File: config.mk
export PLATFORM = sky130hd
export DESIGN_NAME = exu_oitf_flat
export DESIGN_NICKNAME = d
export VERILOG_FILES = /design/src/rtl/exu_oitf_if.sv /design/src/rtl/exu_oitf.sv /design/src/flat_wrapper.sv
export SDC_FILE = /design/constraint.sdc
export NUM_CORES = 1
export LEC_CHECK = 0
export CORE_AREA = 2 2 146 148
export CTS_CLUSTER_SIZE = 10
export DETAILED_ROUTE_END_ITERATION = 7
export DIE_AREA = 0 0 148 150
export SETUP_SLACK_MARGIN = 0.3
export SYNTH_ARGS = -nofsm -noshare
export SYNTH_HDL_FRONTEND = slang
export SYNTH_SLANG_ARGS = --single-unit
File: constraint.sdc
create_clock -name clk -period 2.4 [get_ports clk]
set_clock_uncertainty 0.2 [all_clocks]
set_input_delay 0.36 -clock clk [delete_from_list [all_inputs] [get_ports clk]]
set_output_delay 0.36 -clock clk [all_outputs]
set_load 0.005 [all_outputs]
File: src/rtl/exu_oitf_if.sv
// Dispatch / retire / hazard-check bundle for the outstanding-instruction tracking FIFO.
// The master side (dispatch and writeback logic) drives the requests.
// The slave side (the OITF) returns status, the head payload and the hazard flags.
interface exu_oitf_if #(
    parameter int unsigned PTR_W       = 2,
    parameter int unsigned RFIDX_WIDTH = 5,
    parameter int unsigned PC_SIZE     = 32
);
    // Allocation request and status
    logic                   dis_ena;
    logic                   dis_ready;
    logic [PTR_W-1:0]       dis_ptr;

    // Payload stored at allocation
    logic                   disp_i_rdwen;
    logic [RFIDX_WIDTH-1:0] disp_i_rdidx;
    logic [PC_SIZE-1:0]     disp_i_pc;

    // Hazard-check request
    logic                   disp_i_rs1en;
    logic                   disp_i_rs2en;
    logic                   disp_i_rdwen_chk;
    logic [RFIDX_WIDTH-1:0] disp_i_rs1idx;
    logic [RFIDX_WIDTH-1:0] disp_i_rs2idx;
    logic [RFIDX_WIDTH-1:0] disp_i_rdidx_chk;

    // Hazard flags
    logic                   oitfrd_match_disprs1;
    logic                   oitfrd_match_disprs2;
    logic                   oitfrd_match_disprd;

    // Retirement and head entry
    logic                   ret_ena;
    logic [PTR_W-1:0]       ret_ptr;
    logic                   ret_rdwen;
    logic [RFIDX_WIDTH-1:0] ret_rdidx;
    logic [PC_SIZE-1:0]     ret_pc;
    logic                   oitf_empty;

    modport master (
        output dis_ena, disp_i_rdwen, disp_i_rdidx, disp_i_pc,
        output disp_i_rs1en, disp_i_rs2en, disp_i_rdwen_chk,
        output disp_i_rs1idx, disp_i_rs2idx, disp_i_rdidx_chk,
        output ret_ena,
        input  dis_ready, dis_ptr,
        input  oitfrd_match_disprs1, oitfrd_match_disprs2, oitfrd_match_disprd,
        input  ret_ptr, ret_rdwen, ret_rdidx, ret_pc, oitf_empty
    );

    modport slave (
        input  dis_ena, disp_i_rdwen, disp_i_rdidx, disp_i_pc,
        input  disp_i_rs1en, disp_i_rs2en, disp_i_rdwen_chk,
        input  disp_i_rs1idx, disp_i_rs2idx, disp_i_rdidx_chk,
        input  ret_ena,
        output dis_ready, dis_ptr,
        output oitfrd_match_disprs1, oitfrd_match_disprs2, oitfrd_match_disprd,
        output ret_ptr, ret_rdwen, ret_rdidx, ret_pc, oitf_empty
    );
endinterface

File: src/rtl/exu_oitf.sv
// Outstanding Instruction Track FIFO.
// It records the destination register of every long-pipe instruction still in flight.
// Entries are retired in order at writeback.
// Incoming source and destination indexes are matched against all live entries for hazards.
module exu_oitf #(
    parameter int unsigned OITF_DEPTH  = 4,
    parameter int unsigned PTR_W       = 2,
    parameter int unsigned RFIDX_WIDTH = 5,
    parameter int unsigned PC_SIZE     = 32
) (
    input logic       clk,
    input logic       rst_n,
    exu_oitf_if.slave oitf
);
    localparam logic [PTR_W-1:0] LastPtr = PTR_W'(OITF_DEPTH - 1);

    // Pointers with wrap flags: equal pointers mean empty or full, and the flags tell which
    logic [PTR_W-1:0] alloc_ptr_q, alloc_ptr_d;
    logic             alloc_flg_q, alloc_flg_d;
    logic [PTR_W-1:0] ret_ptr_q, ret_ptr_d;
    logic             ret_flg_q, ret_flg_d;

    logic [OITF_DEPTH-1:0] valid_q, valid_d;

    // Payload storage is not reset; every read of it is qualified by a valid bit or by !empty
    logic                   rdwen_q [OITF_DEPTH];
    logic [RFIDX_WIDTH-1:0] rdidx_q [OITF_DEPTH];
    logic [PC_SIZE-1:0]     pc_q    [OITF_DEPTH];

    logic ptr_eq;
    logic full;
    logic empty;
    logic alloc_fire;
    logic ret_fire;

    // Occupancy status and the qualified allocate/retire strobes
    always_comb begin
        ptr_eq     = (alloc_ptr_q == ret_ptr_q);
        empty      = ptr_eq & (alloc_flg_q == ret_flg_q);
        full       = ptr_eq & (alloc_flg_q != ret_flg_q);
        // Requests that cannot be honoured (allocate when full, retire when empty) are dropped
        alloc_fire = oitf.dis_ena & ~full;
        ret_fire   = oitf.ret_ena & ~empty;
    end

    // Next-state for both pointers and the valid vector
    always_comb begin
        alloc_ptr_d = alloc_ptr_q;
        alloc_flg_d = alloc_flg_q;
        ret_ptr_d   = ret_ptr_q;
        ret_flg_d   = ret_flg_q;
        valid_d     = valid_q;

        if (alloc_fire) begin
            valid_d[alloc_ptr_q] = 1'b1;
            if (alloc_ptr_q == LastPtr) begin
                alloc_ptr_d = '0;
                alloc_flg_d = ~alloc_flg_q;
            end else begin
                alloc_ptr_d = alloc_ptr_q + PTR_W'(1);
            end
        end

        // Retire and allocate never target the same slot: that needs full or empty,
        // and either condition blocks one of the two strobes.
        if (ret_fire) begin
            valid_d[ret_ptr_q] = 1'b0;
            if (ret_ptr_q == LastPtr) begin
                ret_ptr_d = '0;
                ret_flg_d = ~ret_flg_q;
            end else begin
                ret_ptr_d = ret_ptr_q + PTR_W'(1);
            end
        end
    end

    // Control state; asynchronous reset drops every entry at once
    always_ff @(posedge clk or negedge rst_n) begin
        if (!rst_n) begin
            alloc_ptr_q <= '0;
            alloc_flg_q <= 1'b0;
            ret_ptr_q   <= '0;
            ret_flg_q   <= 1'b0;
            valid_q     <= '0;
        end else begin
            alloc_ptr_q <= alloc_ptr_d;
            alloc_flg_q <= alloc_flg_d;
            ret_ptr_q   <= ret_ptr_d;
            ret_flg_q   <= ret_flg_d;
            valid_q     <= valid_d;
        end
    end

    // Payload capture into the slot being allocated
    always_ff @(posedge clk) begin
        if (alloc_fire) begin
            rdwen_q[alloc_ptr_q] <= oitf.disp_i_rdwen;
            rdidx_q[alloc_ptr_q] <= oitf.disp_i_rdidx;
            pc_q[alloc_ptr_q]    <= oitf.disp_i_pc;
        end
    end

    logic hit_rs1;
    logic hit_rs2;
    logic hit_rd;

    // Hazard search over registered valid entries; no exemption for x0
    always_comb begin
        hit_rs1 = 1'b0;
        hit_rs2 = 1'b0;
        hit_rd  = 1'b0;
        for (int unsigned i = 0; i < OITF_DEPTH; i++) begin
            if (valid_q[i] && rdwen_q[i]) begin
                if (rdidx_q[i] == oitf.disp_i_rs1idx) hit_rs1 = 1'b1;
                if (rdidx_q[i] == oitf.disp_i_rs2idx) hit_rs2 = 1'b1;
                if (rdidx_q[i] == oitf.disp_i_rdidx_chk) hit_rd = 1'b1;
            end
        end
    end

    // Status, head payload and hazard flags
    always_comb begin
        oitf.dis_ready            = ~full;
        oitf.dis_ptr              = alloc_ptr_q;
        oitf.ret_ptr              = ret_ptr_q;
        oitf.oitf_empty           = empty;
        oitf.ret_rdwen            = empty ? 1'b0 : rdwen_q[ret_ptr_q];
        oitf.ret_rdidx            = empty ? '0 : rdidx_q[ret_ptr_q];
        oitf.ret_pc               = empty ? '0 : pc_q[ret_ptr_q];
        oitf.oitfrd_match_disprs1 = oitf.disp_i_rs1en & hit_rs1;
        oitf.oitfrd_match_disprs2 = oitf.disp_i_rs2en & hit_rs2;
        oitf.oitfrd_match_disprd  = oitf.disp_i_rdwen_chk & hit_rd;
    end

endmodule

File: src/flat_wrapper.sv
// flat-port wrapper written by rule: the top's interface ports become plain ports
module exu_oitf_flat 
#(
    parameter int unsigned OITF_DEPTH  = 4,
    parameter int unsigned PTR_W       = 2,
    parameter int unsigned RFIDX_WIDTH = 5,
    parameter int unsigned PC_SIZE     = 32
)
  (clk, rst_n, oitf_dis_ena, oitf_disp_i_rdwen, oitf_disp_i_rdidx, oitf_disp_i_pc, oitf_disp_i_rs1en, oitf_disp_i_rs2en, oitf_disp_i_rdwen_chk, oitf_disp_i_rs1idx, oitf_disp_i_rs2idx, oitf_disp_i_rdidx_chk, oitf_ret_ena, oitf_dis_ready, oitf_dis_ptr, oitf_oitfrd_match_disprs1, oitf_oitfrd_match_disprs2, oitf_oitfrd_match_disprd, oitf_ret_ptr, oitf_ret_rdwen, oitf_ret_rdidx, oitf_ret_pc, oitf_oitf_empty);
  exu_oitf_if #(.PTR_W(PTR_W), .RFIDX_WIDTH(RFIDX_WIDTH), .PC_SIZE(PC_SIZE)) oitf_i ();
  input logic clk;
  input logic rst_n;
  input wire logic [$bits(oitf_i.dis_ena)-1:0] oitf_dis_ena;
  input wire logic [$bits(oitf_i.disp_i_rdwen)-1:0] oitf_disp_i_rdwen;
  input wire logic [$bits(oitf_i.disp_i_rdidx)-1:0] oitf_disp_i_rdidx;
  input wire logic [$bits(oitf_i.disp_i_pc)-1:0] oitf_disp_i_pc;
  input wire logic [$bits(oitf_i.disp_i_rs1en)-1:0] oitf_disp_i_rs1en;
  input wire logic [$bits(oitf_i.disp_i_rs2en)-1:0] oitf_disp_i_rs2en;
  input wire logic [$bits(oitf_i.disp_i_rdwen_chk)-1:0] oitf_disp_i_rdwen_chk;
  input wire logic [$bits(oitf_i.disp_i_rs1idx)-1:0] oitf_disp_i_rs1idx;
  input wire logic [$bits(oitf_i.disp_i_rs2idx)-1:0] oitf_disp_i_rs2idx;
  input wire logic [$bits(oitf_i.disp_i_rdidx_chk)-1:0] oitf_disp_i_rdidx_chk;
  input wire logic [$bits(oitf_i.ret_ena)-1:0] oitf_ret_ena;
  output wire logic [$bits(oitf_i.dis_ready)-1:0] oitf_dis_ready;
  output wire logic [$bits(oitf_i.dis_ptr)-1:0] oitf_dis_ptr;
  output wire logic [$bits(oitf_i.oitfrd_match_disprs1)-1:0] oitf_oitfrd_match_disprs1;
  output wire logic [$bits(oitf_i.oitfrd_match_disprs2)-1:0] oitf_oitfrd_match_disprs2;
  output wire logic [$bits(oitf_i.oitfrd_match_disprd)-1:0] oitf_oitfrd_match_disprd;
  output wire logic [$bits(oitf_i.ret_ptr)-1:0] oitf_ret_ptr;
  output wire logic [$bits(oitf_i.ret_rdwen)-1:0] oitf_ret_rdwen;
  output wire logic [$bits(oitf_i.ret_rdidx)-1:0] oitf_ret_rdidx;
  output wire logic [$bits(oitf_i.ret_pc)-1:0] oitf_ret_pc;
  output wire logic [$bits(oitf_i.oitf_empty)-1:0] oitf_oitf_empty;
  assign oitf_i.dis_ena = oitf_dis_ena;
  assign oitf_i.disp_i_rdwen = oitf_disp_i_rdwen;
  assign oitf_i.disp_i_rdidx = oitf_disp_i_rdidx;
  assign oitf_i.disp_i_pc = oitf_disp_i_pc;
  assign oitf_i.disp_i_rs1en = oitf_disp_i_rs1en;
  assign oitf_i.disp_i_rs2en = oitf_disp_i_rs2en;
  assign oitf_i.disp_i_rdwen_chk = oitf_disp_i_rdwen_chk;
  assign oitf_i.disp_i_rs1idx = oitf_disp_i_rs1idx;
  assign oitf_i.disp_i_rs2idx = oitf_disp_i_rs2idx;
  assign oitf_i.disp_i_rdidx_chk = oitf_disp_i_rdidx_chk;
  assign oitf_i.ret_ena = oitf_ret_ena;
  assign oitf_dis_ready = oitf_i.dis_ready;
  assign oitf_dis_ptr = oitf_i.dis_ptr;
  assign oitf_oitfrd_match_disprs1 = oitf_i.oitfrd_match_disprs1;
  assign oitf_oitfrd_match_disprs2 = oitf_i.oitfrd_match_disprs2;
  assign oitf_oitfrd_match_disprd = oitf_i.oitfrd_match_disprd;
  assign oitf_ret_ptr = oitf_i.ret_ptr;
  assign oitf_ret_rdwen = oitf_i.ret_rdwen;
  assign oitf_ret_rdidx = oitf_i.ret_rdidx;
  assign oitf_ret_pc = oitf_i.ret_pc;
  assign oitf_oitf_empty = oitf_i.oitf_empty;
  exu_oitf #(.OITF_DEPTH(OITF_DEPTH), .PTR_W(PTR_W), .RFIDX_WIDTH(RFIDX_WIDTH), .PC_SIZE(PC_SIZE)) u_core (.clk(clk), .rst_n(rst_n), .oitf(oitf_i));
endmodule
# Word level (Yosys, flattened, before mapping)
# Memories as Yosys holds them, arrays and structs flattened.
# Cells that the tools add are included.
[op_classes] add_sub_neg=2 n_lt_le_gt_ge=4 n_eq_ne=17 n_mux=37 bitwise_logic=14 n_reduce_logical=8
[ops] op="$eq A5 B5 Y1" count=12
[ops] op="$mux W32" count=1
[ops] op="$mux W1" count=29
[ops] op="$mux W4" count=2
[ops] op="$and A1 B1 Y1" count=7
[ops] op="$logic_and A1 B1 Y1" count=6
[ops] op="$lt A2 B3 Y1 const B" count=2
[ops] op="$mux W5" count=1
[ops] op="$add A2 B1 Y2 const B" count=2
[ops] op="$and A4 B4 Y4" count=1
[ops] op="$demux W1 S2" count=2
[ops] op="$eq A2 B2 Y1 const B" count=2
[ops] op="$ge A2 B1 Y1 const B" count=2
[ops] op="$mux W2" count=2
[ops] op="$not A1 Y1" count=4
[ops] op="$not A4 Y4" count=1
[ops] op="$or A4 B4 Y4" count=1
[ops] op="$reduce_and A2 Y1" count=2
[ops] op="$eq A2 B2 Y1" count=1
[ops] op="$eq A1 B1 Y1" count=1
[ops] op="$ne A1 B1 Y1" count=1
[totals] ff_bits=10 mem_bits_rw=152 input_bits=60 wordCells=90 mem_count=3
[mem_list] memory="u_core.pc_q" depth=4 word_bits=32 rd=1 rd_clocked_by_memory_dff=0 write_ports=1 line="exu_oitf.sv:28" text="logic [PC_SIZE-1:0] pc_q [OITF_DEPTH];"
[mem_list] memory="u_core.rdidx_q" depth=4 word_bits=5 rd=5 rd_clocked_by_memory_dff=0 write_ports=1 line="exu_oitf.sv:27" text="logic [RFIDX_WIDTH-1:0] rdidx_q [OITF_DEPTH];"
[mem_list] memory="u_core.rdwen_q" depth=4 word_bits=1 rd=5 rd_clocked_by_memory_dff=0 write_ports=1 line="exu_oitf.sv:26" text="logic rdwen_q [OITF_DEPTH];"

# Longest topological paths before layout
# Gate-level depths: netlist of run 1.
[logic_depth] ltp_word=10 mapped_depth=6

# Worst setup path before layout of run 1
# Ideal clock, no wire load.
[synth_path] path_type="flip-flop to flip-flop" start="register u_core.ret_ptr_q[1] (netlist: u_core.oitf.ret_ptr[1])" end="memory u_core.pc_q[0][0], enable pin" setup_time_ns=0.399 t_arrival_ns=2.025 required_time_ns=1.801 path_slack_ns=-0.224 path_stages_with_launch=6 period_less_slack_ns=2.624 cell_sequence="dfrtp_1 -> buf_2 -> xnor2_4 -> a31oi_2 -> buf_4 -> and2_1"
[synth_between] elab_chain_cells=6
[synth_lines] item="from (decl)" line="exu_oitf.sv:20" text="logic [PTR_W-1:0] ret_ptr_q, ret_ptr_d;"
[synth_lines] item="from (signal assigned)" line="exu_oitf.sv:88" text="ret_ptr_q <= ret_ptr_d;"
[synth_lines] item="$eq A2 B2 Y1" line="exu_oitf.sv:38" text="ptr_eq = (alloc_ptr_q == ret_ptr_q);"
[synth_lines] item="$and A1 B1 Y1" line="exu_oitf.sv:40" text="full = ptr_eq & (alloc_flg_q != ret_flg_q);"
[synth_lines] item="$not A1 Y1" line="exu_oitf.sv:42" text="alloc_fire = oitf.dis_ena & ~full;"
[synth_lines] item="$and A1 B1 Y1" line="exu_oitf.sv:42"
[synth_lines] item="$mux W1" line="exu_oitf.sv:96" text="if (alloc_fire) begin"
[synth_lines] item="$mux W1 (not written as such)" line="exu_oitf.sv:99" text="pc_q[alloc_ptr_q] <= oitf.disp_i_pc;"
[synth_lines] item="to (decl)" line="exu_oitf.sv:28"
# No other way between the ends.

# Final worst setup path of run 1
[layout_path] start="register u_core.ret_ptr_q[0] (netlist: u_core.oitf.ret_ptr[0])" end="output oitf_ret_pc[27]"
[layout_between] elab_chain_cells=3 word_cells_on_any_way=4 cone_classes="1 x eq/ne; 1 x mux; 1 x bitwise; 1 x memory"
[layout_lines] item="$eq A2 B2 Y1" line="exu_oitf.sv:38"
[layout_lines] item="$and A1 B1 Y1" line="exu_oitf.sv:39" text="empty = ptr_eq & (alloc_flg_q == ret_flg_q);"
[layout_lines] item="$mux W32 (*)" line="exu_oitf.sv:129" text="oitf.ret_pc = empty ? '0 : pc_q[ret_ptr_q];"
[layout_lines] item="to (decl)" line="flat_wrapper.sv:32" text="output wire logic [$bits(oitf_i.ret_pc)-1:0] oitf_ret_pc;"
# Every way passes the cells marked *; elsewhere a longest branch is shown, timed or not.

==> flow_summary.json, run 1 <==
{
  "outcome": "finished, violations left",
  "violations": "negative setup slack",
  "required_ns": 1.84,
  "pre_cts_ws_ns": -0.327,
  "grt_max_degree": 17,
  "fp.dieW_um": 148,
  "slew_headroom_pct": 66.0,
  "antennaDiodeCount": 0,
  "peakVddDrop_uv": 690,
  "crit_path_frequent_cell": "buf_12",
  "p_comb_share_pct": 56.8,
  "avgSynthCellArea_sq_um": 17.9,
  "antenna_found_initial": 0,
  "numClockSinks": 162,
  "utilization_pct": 54.7,
  "num_rows": 53,
  "port_buffers": 106,
  "vias": 4568,
  "clkSlewWorstSetupHoldPaths_ns": 0.06,
  "drc_errors": 0,
  "synth-simple-area-share_pct": 6.51,
  "cts_made_buffers": 17,
  "swShare_pct": 29.3,
  "pwr-share-seq_pct": 26.6,
  "slew_violations": 0,
  "drtIter0Drc": 262,
  "ys_ff_latch": 162,
  "power.switching_uw": 4520,
  "gp_congestion": 0.840,
  "total_leakage_power_uw": 0.00418,
  "vias_per_cell": 4.91,
  "synthArstFlopShare_pct": 6.17,
  "worstSetupStartpointType": "flip-flop",
  "cp_max_fo": 5,
  "dp_hpwl_mm": 10.8,
  "timing.final.crit_period_ns": 2.63,
  "synth-compound-area-share_pct": 1.36,
  "syn_nets": 467,
  "r2r-end": "u_core.pc_q[0][2]$_DFFE_PP_",
  "overflow": 0,
  "fin_crit_sh_pct": 109,
  "cp-endpoint": "oitf_ret_pc[27]",
  "power_uw": 15400,
  "grt_busiest_layer": "met2",
  "layout-drive-gt1-share_pct": 48.3,
  "cp-end-kind": "primary output",
  "intPower_uw": 10900,
  "yosysTopAreaCellShare_pct": 63.8,
  "clk_latency_ns": 0.42,
  "area_growth_pct": 58.2,
  "grtUsageMet1_pct": 22.8,
  "regToRegSetupSlack_ns": 0.05,
  "hold_path.class": "input port to asynchronous set/reset pin",
  "r2r-start": "u_core.oitf.ret_ptr[0]$_DFFE_PN0P_",
  "cp.depth": 8,
  "postRouteAntennaNets": 0,
  "synth_flop_cell": "edfxtp_1",
  "rsz0062_at_grt": "yes",
  "finalSetupTns_ns": -7.86,
  "reg2regPathDepth": 10,
  "whs_ns": 0.0793,
  "yosysSeqAreaShare_pct": 67.3,
  "cts_tree": "built",
  "grt_use_met3_pct": 3.99,
  "path_cells": "buf_12, xnor2_4, nand3b_4, buf_12, buf_8, buf_16, and2_4, buf_6",
  "synth.area.top_cells": "edfxtp_1 64%, mux4_2 12%, xnor2_1 6.0%, and2_1 3.6%, dfrtp_1 3.5%",
  "synth_cell_type_count": 29,
  "dieArea_sq_mm": 0.0222,
  "core_area_sq_mm": 0.0207,
  "synth_xor_area_share_pct": 8.49,
  "worstSetupPathType": "flip-flop to primary output",
  "io_pins": 107,
  "cap_violations": 0,
  "cts_buffer_depth": 2,
  "die_h_um": 150,
  "h-tree-depth": 4,
  "slowest_stage": "dfrtp_4",
  "hold_viol_final": 0,
  "synth_mux_area_share_pct": 12.3,
  "wl_mm": 20.0,
  "grt_first_pass_wirelength_mm": 29.6,
  "met2_usage_pct": 31.6,
  "cp.buffers_inverters": 5,
  "power.density_mw_per_mm2": 1360,
  "synth_edf_count": 152,
  "clockPowerShare_pct": 16.6,
  "cp_data_arrival_time_ns": 2.07,
  "yosys_warnings": 0,
  "clock.fmax_mhz": 381,
  "fin_ws_ns": -0.228,
  "tightest_slew_ns": 0.509,
  "cp-startpoint": "u_core.oitf.ret_ptr[0]$_DFFE_PN0P_",
  "synth_top_family_by_area": "multiplexers",
  "grt_usage_pct": 18.5,
  "final_nets": 711,
  "firstDrtPassIters": 5,
  "wire_per_inst_um": 21.5,
  "initial_core_util_pct": 34.6,
  "synth_fa_ha_area_share_pct": 1.40,
  "slowest_delay_ns": 0.53,
  "post_synth_inst_count": 399,
  "finalSetupViolations": 41,
  "grt_pass1_vias": 4876,
  "cts-root-buf": "clkbuf_16",
  "yosysTopAreaCell": "edfxtp_1",
  "syn_area_sq_mm": 0.00715,
  "crit_family": "buffers and inverters"
}
[cells in the final DEF, fill, tap and decap left out, types with 11 or more instances in the layout]
cell type | synthesis | final
buf_12 | 0 | 24
clkbuf_16 | 0 | 22
buf_16 | 0 | 23
clkdlybuf4s50_1 | 0 | 53
xnor2_1 | 49 | 41
buf_6 | 5 | 78
nand4_1 | 12 | 12
dlygate4sd2_1 | 0 | 11
xor2_1 | 14 | 11
and2_4 | 0 | 38
edfxtp_1 | 152 | 152
buf_4 | 1 | 44
mux4_2 | 38 | 38
[cells in the mapped netlist, types with 6 or more instances]
| cell | count |
|---|---|
| clkbuf_2 | 8 |
| and2_1 | 41 |
| nand2_1 | 6 |
| buf_2 | 10 |
| ha_1 | 8 |
| nand4_1 | 12 |
| inv_1 | 6 |
| xor2_1 | 14 |
| dfrtp_1 | 10 |
| mux4_2 | 38 |
| edfxtp_1 | 152 |
| nor3_1 | 12 |
| xnor2_1 | 49 |
[cell families after synthesis]
kind of cell | Yosys count
AOI/OAI and AO/OA | 13
xor gates and xnor gates | 65
adders and majority gates | 8
buffers and inverters | 33
DFF | 162
muxes | 40
and+or+nand+nor | 78
[how the worst min path moves through the flow]
stage / startpoint / to / slack (ns) / cells after the start
after global placement: u_core.alloc_flg_q$_DFFE_PN0P_ / u_core.alloc_flg_q$_DFFE_PN0P_ / 0.27 / 1
after floorplan: rst_n / u_core.alloc_flg_q$_DFFE_PN0P_ / -0.14 / 0
after global routing: rst_n / u_core.valid_q[0]$_DFF_PN0_ / 0.11 / 1
after detailed placement: u_core.alloc_flg_q$_DFFE_PN0P_ / u_core.alloc_flg_q$_DFFE_PN0P_ / 0.28 / 1
final: rst_n / u_core.valid_q[2]$_DFF_PN0_ / 0.08 / 1
after CTS: rst_n / u_core.valid_q[0]$_DFF_PN0_ / 0.07 / 1
[flip-flops by register name, summed over array words and instances, names as in the netlist]
name / cells
u_core.pc_q: 128
u_core.rdidx_q: 20
u_core.rdwen_q: 4
u_core.valid_q: 4
u_core.oitf.dis_ptr: 2
u_core.oitf.ret_ptr: 2
u_core.alloc_flg_q: 1
u_core.ret_flg_q: 1
[power by group through the flow]
stage          registers, uW  clock network [uW]  logic (uW)
2_1_floorplan           4080                   0        2630
6_report                4110                2560        8770
3_3_place_gp            4160                   0        5310
4_1_cts                 4100                2610        8170
3_5_place_dp            4200                   0        5300
5_1_grt                 4150                2740        9220
[cell type report]
type                            count  area [sq um]
Multi-Input combinational cell    204          2360
Fill cell                        1655          9380
Clock buffer                       20           437
Sequential cell                   162          4820
Inverter                            6          27.5
Clock inverter                     12           115
Timing Repair Buffer              252          3210
Tap cell                          275           344
[per-stage QoR]
stage                     instances  cell area (sq um)
after floorplan                 399               7150
after global placement          780               8750
after detailed placement        780               8750
after CTS                       905              10900
after global routing            931              11300
final                           931              11300
[per-layer routing]
layer	part of all wire [%]	vias up	wire, um
met4	3.2	0	645
met5	0	-	0
li1	-	2026	-
met3	4.5	37	898
met2	51	154	10300
met1	41	2351	8180
[repair_timing]
item	in CTS	in global routing
hold endpoints to repair	0	0
hold buffers	0	0
endpoints found under the setup margin	201	201
setup buffers	70	21
pin swaps	54	25
gates cloned	23	5
resized for setup	306	46
(Power assumes the default switching activity.)
==> run 2, diff against run 1 <==
--- a/config.mk
+++ b/config.mk
@@ -5,10 +5,12 @@
 export SDC_FILE = /design/constraint.sdc
 export NUM_CORES = 1
 export LEC_CHECK = 0
-export CORE_AREA = 2 2 146 148
+export CORE_AREA = 2 2 124 126
 export CTS_CLUSTER_SIZE = 10
 export DETAILED_ROUTE_END_ITERATION = 7
-export DIE_AREA = 0 0 148 150
+export DIE_AREA = 0 0 126 128
+export GPL_TIMING_DRIVEN = 0
+export PLACE_DENSITY = 0.75
 export SETUP_SLACK_MARGIN = 0.3
 export SYNTH_ARGS = -nofsm -noshare
 export SYNTH_HDL_FRONTEND = slang
==> flow_summary.json, run 2 (synthesis gave the netlist of run 1 again) <==
{
  "hold_buffers": 0,
  "cp_data_arrival_time_ns": 2.61,
  "clkSlewWorstSetupHoldPaths_ns": 0.06,
  "wire_per_inst_um": 23.0,
  "slew_violations": 0,
  "r2r-end": "u_core.pc_q[1][31]$_DFFE_PP_",
  "hold_viol_final": 0,
  "r2r-start": "u_core.oitf.ret_ptr[0]$_DFFE_PN0P_",
  "port_buffers": 94,
  "wl_mm": 18.9,
  "overflow": 0,
  "tightest_slew_ns": 0.475,
  "rsz0062_at_grt": "yes",
  "initial_core_util_pct": 48.1,
  "cts-root-buf": "clkbuf_16",
  "grt_max_degree": 17,
  "die_h_um": 128,
  "worstSetupStartpointType": "flip-flop",
  "core_area_sq_mm": 0.0149,
  "finalSetupTns_ns": -31.17,
  "dp_hpwl_mm": 9.40,
  "mostFrequentLayoutCell": "edfxtp_1",
  "dpl.cell_count": 681,
  "hold_path.class": "input port to asynchronous set/reset pin",
  "grt_first_pass_wirelength_mm": 27.2,
  "io_pins": 107,
  "area_growth_pct": 48.3,
  "final_cell_mix": "152 x edfxtp_1, 85 x buf_6, 52 x and2_4",
  "regMostFlops": "u_core.pc_q",
  "cp-startpoint": "u_core.oitf.ret_ptr[0]$_DFFE_PN0P_",
  "final_cells": 823,
  "finalSetupViolations": 161,
  "timing.final.crit_period_ns": 2.68,
  "layout-drive-gt1-share_pct": 50.1,
  "peakVddDrop_uv": 893,
  "violations": "negative setup slack",
  "reg2regPathDepth": 12,
  "grt_usage_pct": 23.2,
  "outcome": "finished, violations left",
  "worstSetupPathType": "flip-flop to flip-flop",
  "seq_area_sq_mm": 0.00482,
  "cp-end-kind": "flip-flop",
  "h-tree-depth": 4,
  "total_leakage_power_uw": 0.00396,
  "fin_crit_sh_pct": 112,
  "fin_ws_ns": -0.280,
  "multi_input_area_sq_mm": 0.00249,
  "cts_tree": "built",
  "largest_reg_flops": 128,
  "regToRegSetupSlack_ns": -0.28,
  "vias_per_cell": 5.48,
  "cts_made_buffers": 17,
  "vias": 4507,
  "clock.fmax_mhz": 373,
  "grt_pass1_vias": 4768,
  "power.density_mw_per_mm2": 1410,
  "antennaDiodeCount": 0,
  "pre_cts_ws_ns": -0.373,
  "drc_errors": 0,
  "nFillCells": 938,
  "clk_latency_ns": 0.42,
  "firstDrtPassIters": 4,
  "final_nets": 690,
  "drtIter0Drc": 289,
  "numClockSinks": 162,
  "num_rows": 45,
  "reg_top3": "u_core.pc_q: 128 flops, u_core.rdidx_q: 20 flops",
  "cp_max_fo": 10,
  "gp_congestion": 0.829,
  "dieArea_sq_mm": 0.0161,
  "cts_buffer_depth": 2,
  "antenna_found_initial": 0,
  "slew_headroom_pct": 68.2,
  "fp.dieW_um": 126,
  "required_ns": 2.33,
  "cap_violations": 0,
  "postRouteAntennaNets": 0
}
[run 2: final cells by class]
cell class | count | area share (%)
timing repair buffer | 193 | 20.9
multi-input combinational | 215 | 23.5
clock buffer | 18 | 4.05
clock inverter | 14 | 1.07
tap | 188 | 2.22
buffer | 27 | 2.66
inverter | 6 | 0.212
sequential | 162 | 45.4
[run 2: routing by layer]
metal,vias to the layer above,routed length (um),track usage (%)
li1,1987,-,-
met1,2339,7500,28.5
met2,151,9930,40.4
met3,30,1090,5.05
met4,0,421,9.31
met5,-,0,0
[run 2: worst max-delay path, stage by stage, from the launching register on]
cell and delay (ns):
dfrtp_1 0.41, buf_12 0.16, buf_12 0.13, xnor2_4 0.14, buf_4 0.15, buf_6 0.10, buf_6 0.11, a31oi_4 0.25
buf_6 0.16, buf_6 0.11, buf_4 0.11, and2_4 0.17, buf_12 0.15
[run 2: worst max-delay path by stage]
| stage | to | slack (ns) | cells past startpoint |
|---|---|---|---|
| global route | oitf_ret_pc[7] | -0.33 | 8 |
| global placement | u_core.pc_q[1][17]$_DFFE_PP_ | -0.35 | 5 |
| finish | u_core.pc_q[1][31]$_DFFE_PP_ | -0.28 | 12 |
| detailed placement | u_core.pc_q[0][18]$_DFFE_PP_ | -0.37 | 5 |
| floorplan | u_core.pc_q[0][0]$_DFFE_PP_ | 0.18 | 5 |
| CTS | oitf_ret_pc[27] | -0.22 | 8 |
[run 2: repair_timing]
action                     4_1_cts  5_1_grt
gates resized for setup        342       35
gates cloned                    17        2
setup endpoints to repair      199      204
pin swaps                       40       23
buffers inserted                75       16
[run 2: through the flow]
step	util (%)	power, uW	instance area [sq um]	hold slack, ns
2_1_floorplan	-	6710	7150	-0.136
3_3_place_gp	56.0	8910	8330	0.274
3_5_place_dp	56.0	8990	8330	0.276
4_1_cts	69.5	14400	10300	0.0645
5_1_grt	71.3	15600	10600	0.109
6_report	71.3	15000	10600	0.0582
[run 2: where the power goes]
part	internal [uW]	switching, uW	leakage, uW	total [uW]
clock	1420	1060	0.000269	2480
sequential	3810	297	0.00151	4110
combinational	5250	3160	0.00218	8410
==> run 3, diff against run 2 <==
--- a/config.mk
+++ b/config.mk
@@ -6,6 +6,7 @@
 export NUM_CORES = 1
 export LEC_CHECK = 0
 export CORE_AREA = 2 2 124 126
+export CTS_CLUSTER_DIAMETER = 40
 export CTS_CLUSTER_SIZE = 10
 export DETAILED_ROUTE_END_ITERATION = 7
 export DIE_AREA = 0 0 126 128
==> results of run 3 <==
The final DEF is identical to that of run 2; final timing and power are the same.
